===== src/rtl/rectverify.sv =====
// rectverify: rectangular frame-buffer read-back checker.
// Reads an XLEN x YLEN window one word per request/ack transaction and compares each word
// with the 18-bit LFSR sequence written by the rectangular fill block.
// Optional feature macro: RECTVERIFY_ERRADDR_EN builds the first-mismatch capture registers
// (err_addr / err_data); without it both outputs are tied to zero.
module rectverify #(
  parameter int unsigned AN   = 24,
  parameter int unsigned DN   = 16,
  parameter int unsigned BASE = 0,
  parameter int unsigned XN   = 8,
  parameter int unsigned YN   = 8,
  parameter int unsigned LS   = 480,
  parameter int unsigned XOFF = 0,
  parameter int unsigned YOFF = 0,
  parameter int unsigned XLEN = 16,
  parameter int unsigned YLEN = 16
) (
  input  logic          clkSYS,
  input  logic          n_reset,
  output logic [AN-1:0] addr,
  output logic          req,
  output logic          wr,
  input  logic          ack,
  input  logic [DN-1:0] rdata,
  input  logic          start,
  output logic          active,
  output logic          done,
  output logic          pass,
  output logic [15:0]   errors,
  output logic [AN-1:0] err_addr,
  output logic [DN-1:0] err_data
);

  // First word of the window; all address arithmetic wraps at AN bits.
  localparam logic [AN-1:0] RELOAD = AN'(BASE + YOFF * LS + XOFF);
  localparam logic [AN-1:0] STRIDE = AN'(LS);
  localparam logic [XN-1:0] XLAST  = XN'(XLEN - 1);
  localparam logic [YN-1:0] YLAST  = YN'(YLEN - 1);

  typedef enum logic [1:0] {StIdle, StReq, StNext} state_t;

  state_t        r_state;
  logic [AN-1:0] r_addr;
  logic [AN-1:0] r_line;
  logic [XN-1:0] r_x;
  logic [YN-1:0] r_y;
  logic [17:0]   r_lfsr;
  logic          r_req;
  logic          r_active;
  logic          r_done;
  logic          r_pass;
  logic [15:0]   r_errors;

  logic [DN-1:0] w_expected;
  logic          w_mismatch;
  logic [17:0]   w_lfsr_next;
  logic [AN-1:0] w_line_next;
  logic          w_last_x;
  logic          w_last_y;

  // Expected word, mismatch detect and next-state helpers.
  always_comb begin
    w_expected  = r_lfsr[17 -: DN];
    w_mismatch  = (rdata != w_expected);
    w_lfsr_next = {r_lfsr[16:0], ~r_lfsr[17] ^ r_lfsr[10]};
    w_line_next = r_line + STRIDE;
    w_last_x    = (r_x == XLAST);
    w_last_y    = (r_y == YLAST);
  end

  // Main sequencer: start, request/ack handshake, compare, window traversal.
  always_ff @(posedge clkSYS or negedge n_reset) begin
    if (!n_reset) begin
      r_state  <= StIdle;
      r_addr   <= RELOAD;
      r_line   <= RELOAD;
      r_x      <= '0;
      r_y      <= '0;
      r_lfsr   <= '0;
      r_req    <= 1'b0;
      r_active <= 1'b0;
      r_done   <= 1'b0;
      r_pass   <= 1'b0;
      r_errors <= '0;
    end else begin
      r_done <= 1'b0;
      unique case (r_state)
        StIdle: begin
          if (start) begin
            r_addr   <= RELOAD;
            r_line   <= RELOAD;
            r_x      <= '0;
            r_y      <= '0;
            r_lfsr   <= '0;
            r_errors <= '0;
            r_pass   <= 1'b0;
            r_active <= 1'b1;
            r_req    <= 1'b1;
            r_state  <= StReq;
          end
        end
        StReq: begin
          if (ack) begin
            r_req   <= 1'b0;
            r_state <= StNext;
            if (w_mismatch && (r_errors != 16'hFFFF)) begin
              r_errors <= r_errors + 16'd1;
            end
          end
        end
        StNext: begin
          r_lfsr <= w_lfsr_next;
          if (w_last_x) begin
            r_x    <= '0;
            r_y    <= r_y + YN'(1);
            r_line <= w_line_next;
            r_addr <= w_line_next;
          end else begin
            r_x    <= r_x + XN'(1);
            r_addr <= r_addr + AN'(1);
          end
          if (w_last_x && w_last_y) begin
            r_active <= 1'b0;
            r_done   <= 1'b1;
            r_pass   <= (r_errors == 16'd0);
            r_state  <= StIdle;
          end else begin
            r_req   <= 1'b1;
            r_state <= StReq;
          end
        end
        default: r_state <= StIdle;
      endcase
    end
  end

`ifdef RECTVERIFY_ERRADDR_EN
  logic [AN-1:0] r_err_addr;
  logic [DN-1:0] r_err_data;

  // Capture address and data of the first mismatching word of a pass.
  always_ff @(posedge clkSYS or negedge n_reset) begin
    if (!n_reset) begin
      r_err_addr <= '0;
      r_err_data <= '0;
    end else if ((r_state == StIdle) && start) begin
      r_err_addr <= '0;
      r_err_data <= '0;
    end else if ((r_state == StReq) && ack && w_mismatch && (r_errors == 16'd0)) begin
      r_err_addr <= r_addr;
      r_err_data <= rdata;
    end
  end

  assign err_addr = r_err_addr;
  assign err_data = r_err_data;
`else
  assign err_addr = '0;
  assign err_data = '0;
`endif

  assign addr   = r_addr;
  assign req    = r_req;
  assign wr     = 1'b0;
  assign active = r_active;
  assign done   = r_done;
  assign pass   = r_pass;
  assign errors = r_errors;

endmodule


===== config.mk =====
export PLATFORM = sky130hd
export DESIGN_NAME = rectverify
export DESIGN_NICKNAME = d
export VERILOG_FILES = /design/src/rtl/rectverify.sv
export SDC_FILE = /design/constraint.sdc
export NUM_CORES = 1
export LEC_CHECK = 0
export CORE_MARGIN = 1
export CORE_UTILIZATION = 50
export DETAILED_ROUTE_END_ITERATION = 7
export PLACE_DENSITY_LB_ADDON = 0.12
export SYNTH_ARGS = -nofsm -noshare
export SYNTH_HDL_FRONTEND = slang
export SYNTH_SLANG_ARGS = --single-unit

===== constraint.sdc =====
create_clock -name clkSYS -period 2.45 [get_ports clkSYS]
set_input_delay 0.49 -clock clkSYS [delete_from_list [all_inputs] [get_ports clkSYS]]
set_output_delay 0.49 -clock clkSYS [all_outputs]
set_load 0.03 [all_outputs]

==> flow_summary.toml <==
[placed_design]
dpl.hpwl_mm = 10.5
gpl.final_weighted_congestion = 0.839
number_of_i_o_port_buffers = 63

[clock_tree]
insertion_delay_ps = 350
postCtsSetupRepairBufs = 0
clock_path_buffers = 2
clock_tree_root_buffer_cell = "sky130_fd_sc_hd__clkbuf_16"
cts_num_sinks = 99
cts_htree_levels = 3
cts_made_buffers = 9
clk_pin_slew_ps = 70
tritoncts_clock_tree = "done"

[floorplan]
design.die.area_um2 = 12300
core_um2 = 11500
initial_core_util = 0.515
num_rows = 39
floorplan.io_pins = 105
die-height_um = 111
chipWidth_um = 111

[detailed_routing]
detail_route.wirelength_mm = 14.7
drtPass1Iterations = 5
drc_marker_count_from_the_first_detailed_route_iteration = 425
drc_errors = 0
wire_per_inst_um = 17.0
via_per_inst = 5.91
ant_nets = 0
detailroute.via_count = 5109

[sta]
fmaxAchievable_mhz = 460
setup_viol_count_final = 0
report.final.hold_viol_count = 0
period_share = 0.888
worst_pin_slew_ps = 703
setup_total_negative_slack_ps = 0
maxSlewHeadroom = 0.528
worst_hold_slack_ps = 496
finClkSkew_ps = 5.54
final-max-slew-violation-count = 0
period_minus_slack_ps = 2180
rsz0062_at_grt = "false"

[synthesis]
syn_inst = 652
ys_seq_area_frac = 0.419
netlist.top_cell.by_area = "sky130_fd_sc_hd__dfrtp_1"
postSynthAreaPerCell_um2 = 9.06
yosysWarnings = 0
netlist.area_leader.share = 0.419
synth-edff-count = 0
synth_top_cells_by_area = "sky130_fd_sc_hd__dfrtp_1, sky130_fd_sc_hd__buf_4, sky130_fd_sc_hd__nand2_1, sky130_fd_sc_hd__o21ai_0, sky130_fd_sc_hd__xor2_1"
asyncSetResetFlopFracSynth = 1.00
synth_area_um2 = 5910
synth_cell_type_count = 66
ys_seq_elements = 99
synth_top_flop_cell = "sky130_fd_sc_hd__dfrtp_1"

[grt]
grt_pass1_vias = 4972
grtUsageTotal = 0.249
globalRoute.totalOverflow = 0
antenna_found_initial = 0
grt_start_max_net_pins = 40
first_pass_grt_wire_length_mm = 24.6

[worst_setup_path]
cp_data_required_time_ps = 2660
endpoint_type_of_the_worst_setup_path = "flip-flop"
criticalPathCategory = "reg -> reg"
start_kind = "flip-flop"
worst-path-max-fanout = 8
cp_data_arrival_time_ps = 2390

[final_layout]
number_of_nets_in_the_layout = 743
finish.utilization = 0.604
area.growth.synth_to_final_pct = 17.2
n_antenna_cell = 0
most_common_library_cell_in_the_layout_ignoring_fill_and_taps = "sky130_fd_sc_hd__dfrtp_1"
layout_common_cells = "sky130_fd_sc_hd__dfrtp_1, sky130_fd_sc_hd__nand2_1, sky130_fd_sc_hd__clkdlybuf4s50_1"
layout-drive-gt1-share = 0.0762

[power]
power.density_cell_area_nw_per_um2 = 708
worst_ir_drop_vdd_mv = 0.572
total_leakage_power_uw = 0.00301

[worst_hold_path]
hp-class = "reg -> reg"

[job]
cap_violations = 0

[status]
run_status = "completed"
==> cell usage after synthesis, types with 6 or more instances <==
cell,n
sky130_fd_sc_hd__a21oi_1,16
sky130_fd_sc_hd__clkbuf_1,14
sky130_fd_sc_hd__xnor2_1,13
sky130_fd_sc_hd__dfrtp_1,99
sky130_fd_sc_hd__or4_1,7
sky130_fd_sc_hd__nor2_1,38
sky130_fd_sc_hd__a22o_1,19
sky130_fd_sc_hd__ha_1,6
sky130_fd_sc_hd__nand3_1,30
sky130_fd_sc_hd__a32oi_1,7
sky130_fd_sc_hd__a31oi_1,8
sky130_fd_sc_hd__and4_1,7
sky130_fd_sc_hd__buf_4,45
sky130_fd_sc_hd__o211ai_1,6
sky130_fd_sc_hd__nor3_1,12
sky130_fd_sc_hd__nand2_1,83
sky130_fd_sc_hd__inv_1,11
sky130_fd_sc_hd__nand4_1,19
sky130_fd_sc_hd__and2_1,17
sky130_fd_sc_hd__nor4_1,18
sky130_fd_sc_hd__xor2_1,32
sky130_fd_sc_hd__o21ai_0,58
sky130_fd_sc_hd__buf_2,8
==> stage by stage <==
step	total power (uW)	instance area [um^2]	instances	worst slack [ps]
after global routing	5150	6930	865	110
final	4910	6930	865	275
after CTS	4920	6930	865	181
after global placement	3430	6610	848	94.3
after detailed placement	3470	6610	848	22.8
after floorplan	2960	6060	692	509
==> cell families after synthesis <==
family | count (synthesis) | share of synthesized area
AO/OA/AOI/OAI | 148 | 0.166
adder cells (fa/ha/maj) | 6 | 0.0127
AND/OR/NAND/NOR | 267 | 0.244
buffers and inverters | 82 | 0.0839
XOR/XNOR | 45 | 0.0667
multiplexers | 4 | 0.00678
flip-flops | 99 | 0.419
other | 1 | 0.000635
==> layer usage <==
layer  vias up  routed length [um]  track usage
li1       2435                   -            -
met1      2473                6570        0.338
met2       186                7050        0.410
met3        15                 824       0.0328
met4         0                 224       0.0853
met5         -                   0            0
==> final timing paths <==
| kind | startpoint | endpoint | slack, ps | cells past startpoint |
|---|---|---|---|---|
| worst max-delay path | addr[2] | addr[11] | 270 | 5 |
| worst min-delay path | r_lfsr[0] | r_lfsr[0] | 500 | 2 |
| worst max register to register | addr[2] | addr[11] | 270 | 5 |
| worst min register to register | r_lfsr[0] | r_lfsr[0] | 500 | 2 |
| max in group asynchronous | n_reset | r_lfsr[8] | 1310 | 3 |
| min in group asynchronous | n_reset | addr[22] | 540 | 2 |
==> power by group <==
| group | total, uW | leakage [uW] | internal [uW] | switching, uW |
|---|---|---|---|---|
| Clock | 1460 | 0.000137 | 817 | 639 |
| Combinational | 1460 | 0.00151 | 508 | 954 |
| Sequential | 1990 | 0.00136 | 1780 | 211 |
| Total | 4910 | 0.00301 | 3100 | 1800 |
==> worst max-delay path, cell delays in order (launching register included) <==
cell and delay [ps]:
sky130_fd_sc_hd__dfrtp_1 480, sky130_fd_sc_hd__nand4_1 340, sky130_fd_sc_hd__nor3_1 690, sky130_fd_sc_hd__a31oi_1 170
sky130_fd_sc_hd__o21ai_0 200, sky130_fd_sc_hd__o311ai_0 150
==> registers in the layout (all words and copies together) (netlist names) <==
name     flops
pass         1
r_y          8
errors      16
r_state      2
r_x          8
req          1
active       1
r_line      19
r_lfsr      18
addr        24
done         1
==> area by class of cell <==
cell class / instances / area [um^2]
Clock buffer: 10 / 239
Tap cell: 143 / 179
Clock inverter: 6 / 65.1
Inverter: 11 / 41.3
Sequential cell: 99 / 2480
Multi-Input combinational cell: 511 / 3090
Fill cell: 1007 / 4540
Timing Repair Buffer: 85 / 833
==> repair_timing <==
item,CTS,global route
hold endpoints to repair,13,0
hold buffers,1,0
resized for setup,0,1
endpoints found under the setup margin,0,3
No activity file was read; power rests on OpenSTA's default activity.
==> RTL edit: new RTL, same settings <==
Add a define of `RECTVERIFY_ERRADDR_EN`.
--- a/src/rtl/rectverify.sv
+++ b/src/rtl/rectverify.sv
@@ -4,4 +4,6 @@
 // Optional feature macro: RECTVERIFY_ERRADDR_EN builds the first-mismatch capture registers
 // (err_addr / err_data); without it both outputs are tied to zero.
+`define RECTVERIFY_ERRADDR_EN
+
 module rectverify #(
   parameter int unsigned AN   = 24,
Formal check against the unedited RTL: not equivalent (Yosys sat finds a counterexample within 4 cycles, from zero or initial values and one cycle with n_reset low).
==> RTL edit against the unedited design <==
Setup slack got worse by 58 ps; synthesized area grew 17%; global-route usage is 2.1 points higher; non-clock buffer count rose by 53; clock skew increased by 1.4 ps; synthesized cell count grew 21%; power is 56% higher; final area grew 30%; combinational power rose by 51%; clock power up 85%; routed wire length grew 25%; sequential cell count rose by 40; critical endpoint is now errors[11].
==> RTL edit: results (changes against the unedited design) <==
Global route
  • First-pass GRT wire length: 30300 um (+23%)
  • Vias in the first global route: 6131 (+23%)
  • Maximum number of pins on one net before global-route repair: 59 (+48%)
  • Tot GR Track Use: 0.270 (+0.0212)

Route
  • Pre-Repair DR Iteration Count: 7 (+2)
  • Routed wire length per instance: 16.8 um (-0.79%)
  • DRT iter0 DRCs: 501 (+18%)
  • Drt via density: 5.89 (-0.29%)

Yosys
  • Seq/Total Area, Yosys: 0.501 (+0.0818)
  • Avg Synthesized Cell Area: 8.80 um2 (-2.9%)
  • Yosys cell types: 57 (-14%)
  • Synth area leaders: dfrtp_1, nand2_1, nand3_1

Placement
  • Input/output buffers: 103 (+63%)
  • Cells after DPL: 1061 (+25%)
  • Final estimated routing congestion in global placement: 0.834 (-0.60%)
  • Detailed placement HPWL: 12800 um (+22%)

Outcome
  • Status: complete, no violations

Worst setup path
  • Largest delay share family, worst path: compound AO/OA/AOI/OAI gates
  • Peak per-stage delay on the critical path: 460 ps (-230 ps)
  • R2R cell count: 8 (+3)
  • RR Startpoint: r_line[5]
  • Critical Path AT: 2570 ps (+180 ps)
  • Crit-path max FO: 6 (-2)

Final layout
  • Nets@finish: 931 (+25%)
  • Filler cell count: 1093 (+8.5%)

STA
  • Clock skew: 6.93 ps (+1.39 ps)
  • Slew margin rel.: 0.518 (-0.00931)

Pwr
  • Lkg Pwr: 4.18 nW (+39%)

Clock tree
  • Num CTS Buffers: 17 (+8)
## RTL edit: per-layer routing
| layer | global-route usage | routed length (um) |
|---|---|---|
| met4 | 0.0789 | 269 |
| met3 | 0.0623 | 1020 |
| met1 | 0.351 | 8010 |
| met5 | 0 | 0 |
| met2 | 0.449 | 9100 |
## RTL edit: logic make-up (layout without fill, tap and decap cells)
family	after synthesis	after routing	share of synthesized area
flip-flops	139	139	0.501
multiplexers	6	6	0.00919
AO/OA/AOI/OAI	149	149	0.127
other	1	1	0.000540
XOR/XNOR	44	44	0.0555
adder cells (fa/ha/maj)	6	6	0.0108
buffers and inverters	51	179	0.0305
AND/OR/NAND/NOR	393	393	0.265
## RTL edit: worst max-delay path by stage
stage                         start          to  cells past startpoint
after global routing       rdata[0]  errors[13]                      8
final                      rdata[0]  errors[11]                      8
after global placement    rdata[15]  errors[13]                      9
after detailed placement  rdata[15]  errors[11]                      9
after CTS                 r_line[5]    addr[21]                      8
after floorplan           errors[9]   errors[2]                      7
## RTL edit: metrics by stage
| stage | TNS (ps) | area [um2] | setup slack (ps) | power [mW] | hold slack [ps] |
|---|---|---|---|---|---|
| 6_report | 0 | 8990 | 217 | 7.66 | 469 |
| 5_1_grt | 0 | 8990 | 0.0999 | 8.00 | 491 |
| 4_1_cts | 0 | 8980 | 81.9 | 7.70 | 474 |
| 3_5_place_dp | -7520 | 8350 | -235 | 4.97 | 418 |
| 3_3_place_gp | -7830 | 8350 | -179 | 4.92 | 419 |
| 2_1_floorplan | 0 | 6940 | 459 | 4.03 | 194 |
## RTL edit: worst register-to-register path, delay by kind of cell (launching register included)
family	cells	cell delay (ps)
DFF	1	440
AOI/OAI and AO/OA	1	320
buffers and inverters	1	70
adders and majority gates	1	250
xor gates and xnor gates	1	170
and+or+nand+nor	4	850
## RTL edit: power by group through the flow
stage	clock network (mW)	registers, mW	logic (mW)
finish	2.70	2.75	2.21
global route	2.84	2.78	2.38
CTS	2.74	2.75	2.21
detailed placement	0	2.78	2.19
global placement	0	2.77	2.15
floorplan	0	3.00	1.02
## RTL edit: layout make-up
cell class,instances,share of cell area
flip-flops and latches,139,0.387
inverters,10,0.00418
well taps,176,0.0245
clock inverters,14,0.0219
multi-input cells,599,0.364
repair buffers,138,0.151
clock buffers,17,0.0473
## RTL edit: repair_timing
action / 4_1_cts / 5_1_grt
endpoints found under the setup margin: 0 / 1
gates resized for setup: 0 / 1
endpoints found under the hold margin: 35 / 0
hold buffers: 1 / 0
